[src/rtl/moving_avg_mc.sv]
// Multi-channel moving-average accelerator: per-channel circular sample window
// with a running sum, driven by a start/done command handshake.
module moving_avg_mc #(
    parameter int SAMPLE_W   = 16,
    parameter int LOG2_DEPTH = 4,
    parameter int NUM_CH     = 4
) (
    input  logic        clk,
    input  logic        reset,
    input  logic        clk_en,
    input  logic        start,
    input  logic [31:0] dataa,
    input  logic [31:0] datab,
    output logic [31:0] result,
    output logic        done
);

    localparam int DEPTH  = 2 ** LOG2_DEPTH;
    localparam int SUM_W  = SAMPLE_W + LOG2_DEPTH;
    localparam int FILL_W = LOG2_DEPTH + 1;
    localparam int CH_IW  = (NUM_CH > 1) ? $clog2(NUM_CH) : 1;

    typedef enum logic [1:0] {S_IDLE, S_FETCH, S_UPDATE, S_DONE} state_t;
    typedef enum logic [1:0] {OP_PUSH, OP_CLEAR, OP_READ, OP_STATUS} op_t;

    state_t              state;
    op_t                 lat_op;
    logic                lat_zext;
    logic [1:0]          lat_ch;
    logic [SAMPLE_W-1:0] lat_sample;
    logic [SAMPLE_W-1:0] oldest;

    logic [SAMPLE_W-1:0]   buf_mem [NUM_CH][DEPTH];
    logic [SUM_W-1:0]      sum_r   [NUM_CH];
    logic [LOG2_DEPTH-1:0] ptr_r   [NUM_CH];
    logic [FILL_W-1:0]     fill_r  [NUM_CH];

    logic                ch_ok;
    logic [CH_IW-1:0]    ch_idx;
    logic [SUM_W-1:0]    cur_sum;
    logic [FILL_W-1:0]   cur_fill;
    logic [SUM_W-1:0]    sample_ext;
    logic [SUM_W-1:0]    oldest_ext;
    logic [SUM_W-1:0]    push_sum;
    logic [SUM_W-1:0]    avg_sum;
    logic [SAMPLE_W-1:0] avg;
    logic [31:0]         avg_word;
    logic [31:0]         res_next;

    logic unused_inputs;
    assign unused_inputs = ^{dataa[31:SAMPLE_W], datab[31:10], datab[7:3]};

    assign ch_ok  = int'(lat_ch) < NUM_CH;
    assign ch_idx = lat_ch[CH_IW-1:0];

    always_comb begin
        cur_sum    = '0;
        cur_fill   = '0;
        if (ch_ok) begin
            cur_sum  = sum_r[ch_idx];
            cur_fill = fill_r[ch_idx];
        end
        sample_ext = {{LOG2_DEPTH{lat_sample[SAMPLE_W-1]}}, lat_sample};
        oldest_ext = {{LOG2_DEPTH{oldest[SAMPLE_W-1]}}, oldest};
        push_sum   = cur_sum - oldest_ext + sample_ext;
        avg_sum    = (lat_op == OP_PUSH) ? push_sum : cur_sum;
        // Dropping the low LOG2_DEPTH bits is an arithmetic shift (floor toward -inf).
        avg        = avg_sum[SUM_W-1:LOG2_DEPTH];
        avg_word   = lat_zext ? {{(32-SAMPLE_W){1'b0}}, avg}
                              : {{(32-SAMPLE_W){avg[SAMPLE_W-1]}}, avg};
        res_next   = '0;
        if (ch_ok) begin
            case (lat_op)
                OP_PUSH, OP_READ: res_next = avg_word;
                OP_STATUS:        res_next = {{(32-FILL_W){1'b0}}, cur_fill};
                default:          res_next = '0;
            endcase
        end
    end

    always_ff @(posedge clk or negedge reset) begin
        if (!reset) begin
            state      <= S_IDLE;
            done       <= 1'b0;
            result     <= '0;
            lat_op     <= OP_PUSH;
            lat_zext   <= 1'b0;
            lat_ch     <= '0;
            lat_sample <= '0;
            oldest     <= '0;
            for (int unsigned i = 0; i < NUM_CH; i++) begin
                sum_r[i]  <= '0;
                ptr_r[i]  <= '0;
                fill_r[i] <= '0;
            end
        end else if (clk_en) begin
            case (state)
                S_IDLE: begin
                    if (start) begin
                        lat_sample <= dataa[SAMPLE_W-1:0];
                        lat_op     <= op_t'(datab[1:0]);
                        lat_zext   <= datab[2];
                        lat_ch     <= datab[9:8];
                        state      <= S_FETCH;
                    end
                end
                S_FETCH: begin
                    if (ch_ok && cur_fill == FILL_W'(DEPTH))
                        oldest <= buf_mem[ch_idx][ptr_r[ch_idx]];
                    else
                        oldest <= '0;
                    state <= S_UPDATE;
                end
                S_UPDATE: begin
                    result <= res_next;
                    done   <= 1'b1;
                    state  <= S_DONE;
                    if (ch_ok) begin
                        case (lat_op)
                            OP_PUSH: begin
                                sum_r[ch_idx] <= push_sum;
                                ptr_r[ch_idx] <= ptr_r[ch_idx] + LOG2_DEPTH'(1);
                                if (cur_fill != FILL_W'(DEPTH))
                                    fill_r[ch_idx] <= cur_fill + FILL_W'(1);
                            end
                            OP_CLEAR: begin
                                sum_r[ch_idx]  <= '0;
                                ptr_r[ch_idx]  <= '0;
                                fill_r[ch_idx] <= '0;
                            end
                            default: ;
                        endcase
                    end
                end
                S_DONE: begin
                    done  <= 1'b0;
                    state <= S_IDLE;
                end
                default: state <= S_IDLE;
            endcase
        end
    end

    // Sample RAM is not reset; an async reset drops state out of S_UPDATE first.
    always_ff @(posedge clk) begin
        if (clk_en && state == S_UPDATE && lat_op == OP_PUSH && ch_ok)
            buf_mem[ch_idx][ptr_r[ch_idx]] <= lat_sample;
    end

endmodule

[config.mk]
export PLATFORM = sky130hd
export DESIGN_NAME = moving_avg_mc
export DESIGN_NICKNAME = d
export VERILOG_FILES = /design/src/rtl/moving_avg_mc.sv
export SDC_FILE = /design/constraint.sdc
export NUM_CORES = 1
export LEC_CHECK = 0
export CORE_ASPECT_RATIO = 0.8
export CORE_MARGIN = 2
export CORE_UTILIZATION = 52
export DETAILED_ROUTE_END_ITERATION = 16
export GPL_ROUTABILITY_DRIVEN = 0
export GPL_TIMING_DRIVEN = 0
export PLACE_DENSITY_LB_ADDON = 0.1
export SLEW_MARGIN = 10
export SYNTH_ARGS = -nofsm -noshare
export SYNTH_HDL_FRONTEND = slang
export SYNTH_SLANG_ARGS = --single-unit
[constraint.sdc]
create_clock -name clk -period 4.35 [get_ports clk]
set_clock_uncertainty 0.15 [all_clocks]
set_input_delay 0.6525 -clock clk [delete_from_list [all_inputs] [get_ports clk]]
set_output_delay 0.6525 -clock clk [all_outputs]
set_load 0.05 [all_outputs]
Yosys cells after proc, flatten, opt, wreduce, memory -nomap -nowiden
Memories as Yosys holds them, arrays and structs flattened.
Cells that the tools add are included.
{"block": "totals", "reg_bits": 188, "ramBits": 1024, "in_bits": 68, "output_inout_bits": 33, "elab_cells": 99, "mem_count": 1}
{"block": "op_classes", "add_sub_neg": 4, "magnitude_cmp": 4, "n_eq_ne": 10, "n_mux": 36, "bitwise": 8, "n_reduce_logical": 16}
{"name": "buf_mem", "depth": 4, "width": 256, "read_ports": 1, "rd_clocked_by_memory_dff": 0, "write_ports": 1, "line": "33", "text": "logic [SAMPLE_W-1:0] buf_mem [NUM_CH][DEPTH];"}
{"cell": "2-to-1 mux 256 bit", "count": 1}
{"cell": "one-hot mux 80 bit (2 select lines)", "count": 1}
{"cell": "2-to-1 mux 20 bit", "count": 5}
{"cell": "AND 80 bit", "count": 1}
{"cell": "bitwise mux 80 bit", "count": 1}
{"cell": "inverter 80 bit", "count": 1}
{"cell": "binary-select mux 16 bit (select 4 bit)", "count": 1}
{"cell": "demux 16 bit (select 4 bit)", "count": 1}
{"cell": "2-to-1 mux 16 bit", "count": 4}
{"cell": "one-hot mux 32 bit (2 select lines)", "count": 1}
{"cell": "binary-select mux 20 bit (select 2 bit)", "count": 1}
{"cell": "demux 20 bit (select 2 bit)", "count": 1}
{"cell": "one-hot mux 20 bit (2 select lines)", "count": 1}
{"cell": "2-to-1 mux 32 bit", "count": 1}
{"cell": "one-hot mux 16 bit (2 select lines)", "count": 1}
{"cell": "adder 20 bit", "count": 1}
{"cell": "AND 20 bit", "count": 1}
{"cell": "bitwise mux 20 bit", "count": 1}
{"cell": "inverter 20 bit", "count": 1}
{"cell": "subtractor 20 bit", "count": 1}
{"cell": "AND 16 bit", "count": 1}
{"cell": "bitwise mux 16 bit", "count": 1}
{"cell": "inverter 16 bit", "count": 1}
{"cell": "2-to-1 mux 5 bit", "count": 3}
{"cell": "29 further kinds", "count": 45}

Longest topological paths before layout
{"block": "logic_depth", "ltp_word": 10, "mapped_depth": 21, "ltp_nobuf": 14}

Worst setup path before layout
Ideal clock, no wire load.
{"block": "synth_timing", "path_type": "flip-flop to flip-flop", "from": "reg lat_ch[0], in the netlist ch_idx[0]", "to": "reg result[12]", "setup_ps": 155, "arrival_time_ps": 4447, "required_time_ps": 4045, "setup_slack_ps": -402, "stages_incl_launch_ff": 21, "n_path_buf": 7, "period_less_slack_ps": 4752, "path_cell_list": "dfrtp_1 -> buf_6 -> buf_4 -> buf_6 -> buf_6 -> buf_6 -> buf_4 -> buf_4 -> mux4_2 -> inv_1 -> ha_1 -> inv_1 -> ha_1 -> inv_1 -> fa_1 -> nor2b_1 -> o211ai_1 -> a31oi_1 -> a31oi_1 -> o311ai_0 -> o21ai_0"}
{"block": "synth_via", "elab_chain_len": 9}
{"item": "start, declared", "line": "29", "text": "logic [1:0] lat_ch;"}
{"item": "start signal, assigned", "line": "103", "text": "lat_ch <= datab[9:8];"}
{"item": "inverter 2 -> 3 bit (implied by the code) (*)", "line": "60", "text": "cur_sum = sum_r[ch_idx];"}
{"item": "binary-select mux 20 bit (select 2 bit) (*)", "line": "60"}
{"item": "2-to-1 mux 20 bit (implied by the code) (*) (2 in a row)", "line": "60"}
{"item": "subtractor 20 bit", "line": "65", "text": "push_sum = cur_sum - oldest_ext + sample_ext;"}
{"item": "adder 20 bit", "line": "65"}
{"item": "2-to-1 mux 20 bit (*)", "line": "66", "text": "avg_sum = (lat_op == OP_PUSH) ? push_sum : cur_sum;"}
{"item": "2-to-1 mux 32 bit (*)", "line": "69", "text": "avg_word = lat_zext ? {{(32-SAMPLE_W){1'b0}}, avg}"}
{"item": "one-hot mux 32 bit (2 select lines) (*)", "line": "73", "text": "case (lat_op)"}
{"item": "end signal, assigned", "line": "115", "text": "result <= res_next;"}
{"item": "end, declared", "line": "14", "text": "output logic [31:0] result,"}
Every way passes the cells marked *; elsewhere a longest branch is shown, timed or not. The select of a mux whose other input is x is not followed.
A chain may end at the register's enable or synchronous reset.

Worst setup path in the final report
{"block": "layout_timing", "from": "reg lat_ch[0], in the netlist ch_idx[0]", "to": "reg sum_r[56] (netlist bit)"}
{"block": "layout_via", "elab_chain_len": 8, "word_cells_on_any_way": 15, "cone_classes": "add/sub (2); order compare (2); mux (7); bitwise (3); reduce/logical (1)"}
{"item": "inverter 2 -> 3 bit (implied by the code) (*)", "line": "60, 121, 127"}
{"item": "binary-select mux 20 bit (select 2 bit) (tied with other cells)", "line": "60"}
{"item": "2-to-1 mux 20 bit (implied by the code) or logical AND 1 bit (tied branches)", "line": "60, 121, 127"}
{"item": "2-to-1 mux 20 bit, on equally long branches", "line": "60, 121, 127"}
{"item": "subtractor 20 bit or demux 20 bit (select 2 bit) (tied branches)", "line": "65, 121, 127"}
{"item": "adder 20 bit or inverter 80 bit (tied branches)"}
{"item": "bitwise mux 80 bit or AND 80 bit (tied branches)"}
{"item": "one-hot mux 80 bit (2 select lines) (*)", "line": "119", "text": "case (lat_op)"}
{"item": "end signal, assigned by index", "line": "121", "text": "sum_r[ch_idx] <= push_sum;"}
{"item": "end, declared", "line": "34", "text": "logic [SUM_W-1:0] sum_r [NUM_CH];"}
Marked as above.

==> flow_metrics.env <==
export IMPL_syn_cell_area_mm2=0.0487
export IMPL_remaining_drc_errors=0
export IMPL_vias=27500
export IMPL_max_slew_margin=0.206
export IMPL_hp_start="clk_en"
export IMPL_fp_row_count=100
export IMPL_status="finished with violations"
export IMPL_drtIter0Drc=3564
export IMPL_final_nets=3198
export IMPL_clkSinkCount=1197
export IMPL_antenna_found_initial=6
export IMPL_worstSkewPairLatency_ns=0.71
export IMPL_r2r_slack_ns=-0.09
export IMPL_setup_viol=17
export IMPL_worstPathArrival_ns=4.90
export IMPL_cp_slowest_cell="mux4_2"
export IMPL_min_period_ns=4.44
export IMPL_grt_overflow=0
export IMPL_mostFrequentLayoutCell="edfxtp_1"
export IMPL_end_kind="flop"
export IMPL_die_w_um=346
export IMPL_avgSynthCellArea_um2=17.7
export IMPL_initial_core_util=0.524
export IMPL_synthesis_nets=2865
export IMPL_fin_area_mm2=0.0576
export IMPL_rr_endpoint="sum_r[56]"
export IMPL_pwr_density_cell_mw_per_mm2=815
export IMPL_drtPass1Iterations=7
export IMPL_layout_common_cells="edfxtp_1 (1,024), nand2_1 (328), mux4_2 (284)"
export IMPL_placedInstanceArea_mm2=0.0522
export IMPL_cp_max_fo=7
export IMPL_worst_pin_slew_ns=1.19
export IMPL_cts_tree="yes"
export IMPL_ys_ff_latch=1197
export IMPL_r2r_cells=20
export IMPL_chipHeight_um=278
export IMPL_hold_depth=2
export IMPL_worstPathRequired_ns=4.81
export IMPL_area_growth_pct=18.3
export IMPL_p_leak_nw=20.1
export IMPL_synth_edf_count=1024
export IMPL_slew_viol_final=0
export IMPL_via_per_inst=6.25
export IMPL_finalHoldViolCount=0
export IMPL_worstHoldEndpoint="done"
export IMPL_crit_path_max_incr_delay_ns=0.51
export IMPL_cts_made_buffers=114
export IMPL_fin_ws_ns=-0.0919
export IMPL_ys_warn_count=0
export IMPL_cts_max_path_buffers=3
export IMPL_whs_ns=0.241
export IMPL_max_freq_ghz=0.225
export IMPL_port_buffers=56
export IMPL_worstSetupPathType="flop to flop"
export IMPL_critPathLaunchType="flop"
export IMPL_synth_cells=2747
export IMPL_grt_pass1_vias=27600
export IMPL_async_flop_share=0.145
export IMPL_synth_distinct_cells=61
export IMPL_core_area_mm2=0.0930
export IMPL_yosys_most_used_dff="edfxtp_1"
export IMPL_ant_nets=0
export IMPL_grtUsageTotal=0.281
export IMPL_dieArea_mm2=0.0961
export IMPL_grt_max_degree=92
export IMPL_rsz0062_at_grt="yes"
export IMPL_cts_root_buf="clkbuf_16"
export IMPL_cts_htree_levels=3
export IMPL_wire_per_inst_um=30.2
export IMPL_violations="negative setup slack"
export IMPL_routed_wirelength_um=133000
export IMPL_drive_above_1_share=0.294
export IMPL_grt_pass1_wl_um=193000
export IMPL_yosysSeqAreaShare=0.721
export IMPL_power_mw=46.9
export IMPL_worstHoldPathType="input port to flop"
export IMPL_ios=101
export IMPL_vdd_drop_max_mv=0.820
export IMPL_clk_pin_slew_ns=0.07
export IMPL_rr_startpoint="ch_idx[0]"
export IMPL_dp_hpwl_um=87600
export IMPL_max_cap_viol_count=0
export IMPL_cp_cell_sequence="buf_12 -> buf_12 -> buf_16 -> buf_16 -> buf_16 -> mux4_2 -> inv_2 -> ha_4 -> inv_2 -> ha_4 -> inv_2 -> fa_2 -> nor2b_4 -> o211ai_1 -> buf_4 -> a31oi_4 -> a31oi_4 -> or3b_4 -> o311ai_4 -> o31ai_2"
export IMPL_post_route_period_util=1.02
-- synthesized netlist by cell type, drive strengths merged (3+ instances only) --
cell	instances	area, um2
fa	19	380
nand2	336	1270
edfxtp	1024	30700
nand4	4	25.0
ha	31	388
a22o	12	105
mux4	284	6400
nor2	66	248
inv	86	323
a31oi	4	25.0
and2	5	31.3
o21ai	114	571
o31ai	17	128
mux2	39	439
dfrtp	173	4330
xor2	5	43.8
or2	7	43.8
a21o	15	113
nor4	9	56.3
nand3	17	85.1
nor3	45	225
xnor2	15	131
nor2b	5	31.3
a211oi	3	22.5
a221oi	3	26.3
o22ai	24	150
mux2i	53	531
a22oi	5	37.5
clkbuf	69	259
buf	99	596
or3	4	25.0
or4	16	120
a21oi	110	551
nand2b	9	56.3
-- worst max-delay path by stage --
stage	cells after the start	to	startpoint
global route	20	sum_r[56]	ch_idx[0]
finish	20	sum_r[56]	ch_idx[0]
CTS	17	sum_r[36]	ch_idx[0]
floorplan	21	sum_r[18]	ch_idx[0]
detailed placement	19	sum_r[79]	ch_idx[1]
global placement	1	oldest[7]	reset
-- sequential cells by signal, summed over array words and instances, names as in the netlist --
register	count
lat_zext	1
lat_op	2
sum_r	80
lat_sample	16
result	17
oldest	16
ch_idx	2
buf_mem	1024
fill_r	20
done	1
state	2
ptr_r	16
-- routing by layer --
layer,part of all wire,track usage
met5,0.000098,0
met4,0.021,0.0692
met3,0.11,0.0724
met2,0.46,0.421
met1,0.41,0.416
-- critical path, delay by kind of cell (launching register included) --
kind / cells / cell delay [ns]
AOI/OAI and AO/OA: 5 / 1.03
DFF: 1 / 0.42
muxes: 1 / 0.51
and+or+nand+nor: 2 / 0.41
buffers and inverters: 9 / 1.05
adders and majority gates: 3 / 0.73
-- power breakdown --
group	internal [mW]	leakage, nW	total [mW]	switching (mW)
Sequential	14.5	11.5	16.2	1.69
Clock	5.35	1.76	9.62	4.27
Combinational	8.71	6.82	21.1	12.4
-- cell type report --
type | count | area (um2)
diodes | 1 | 2.50
plain buffers | 155 | 1020
clock buffers | 161 | 3180
clock inverters | 50 | 435
fillers | 6540 | 35400
inverters | 87 | 335
multi-input cells | 1295 | 13600
flip-flops and latches | 1197 | 35100
well taps | 1224 | 1530
repair buffers | 230 | 2370
-- logic make-up (layout without fill, tap and decap cells) --
kind of cell	Yosys count	after routing	share of synthesized area
and+or+nand+nor	529	529	0.0465
DFF	1197	1197	0.721
adders and majority gates	50	50	0.0158
buffers and inverters	255	683	0.0244
AOI/OAI and AO/OA	320	320	0.0378
muxes	376	376	0.151
xor gates and xnor gates	20	20	0.00360
other	0	1	0
-- stage by stage --
| step | TNS [ns] | instances | utilization | setup WS [ns] |
|---|---|---|---|---|
| global route | -10.05 | 4399 | 0.620 | -0.159 |
| global placement | -2296.78 | 4027 | 0.547 | -4.17 |
| finish | -0.909 | 4400 | 0.620 | -0.0919 |
| floorplan | 0 | 2747 | - | 0.0112 |
| CTS | -1.86 | 4381 | 0.614 | -0.115 |
| detailed placement | -592.29 | 4107 | 0.561 | -2.00 |
-- timing repair --
| item | 4_1_cts | 5_1_grt |
|---|---|---|
| setup endpoints to repair | 1078 | 193 |
| hold buffers | 1 | 0 |
| resized for setup | 169 | 89 |
| endpoints found under the hold margin | 82 | 0 |
| buffers inserted | 70 | 26 |
| cloned | 1 | 1 |
| pin swaps | 46 | 38 |
Power figures use the tool's default switching activity.
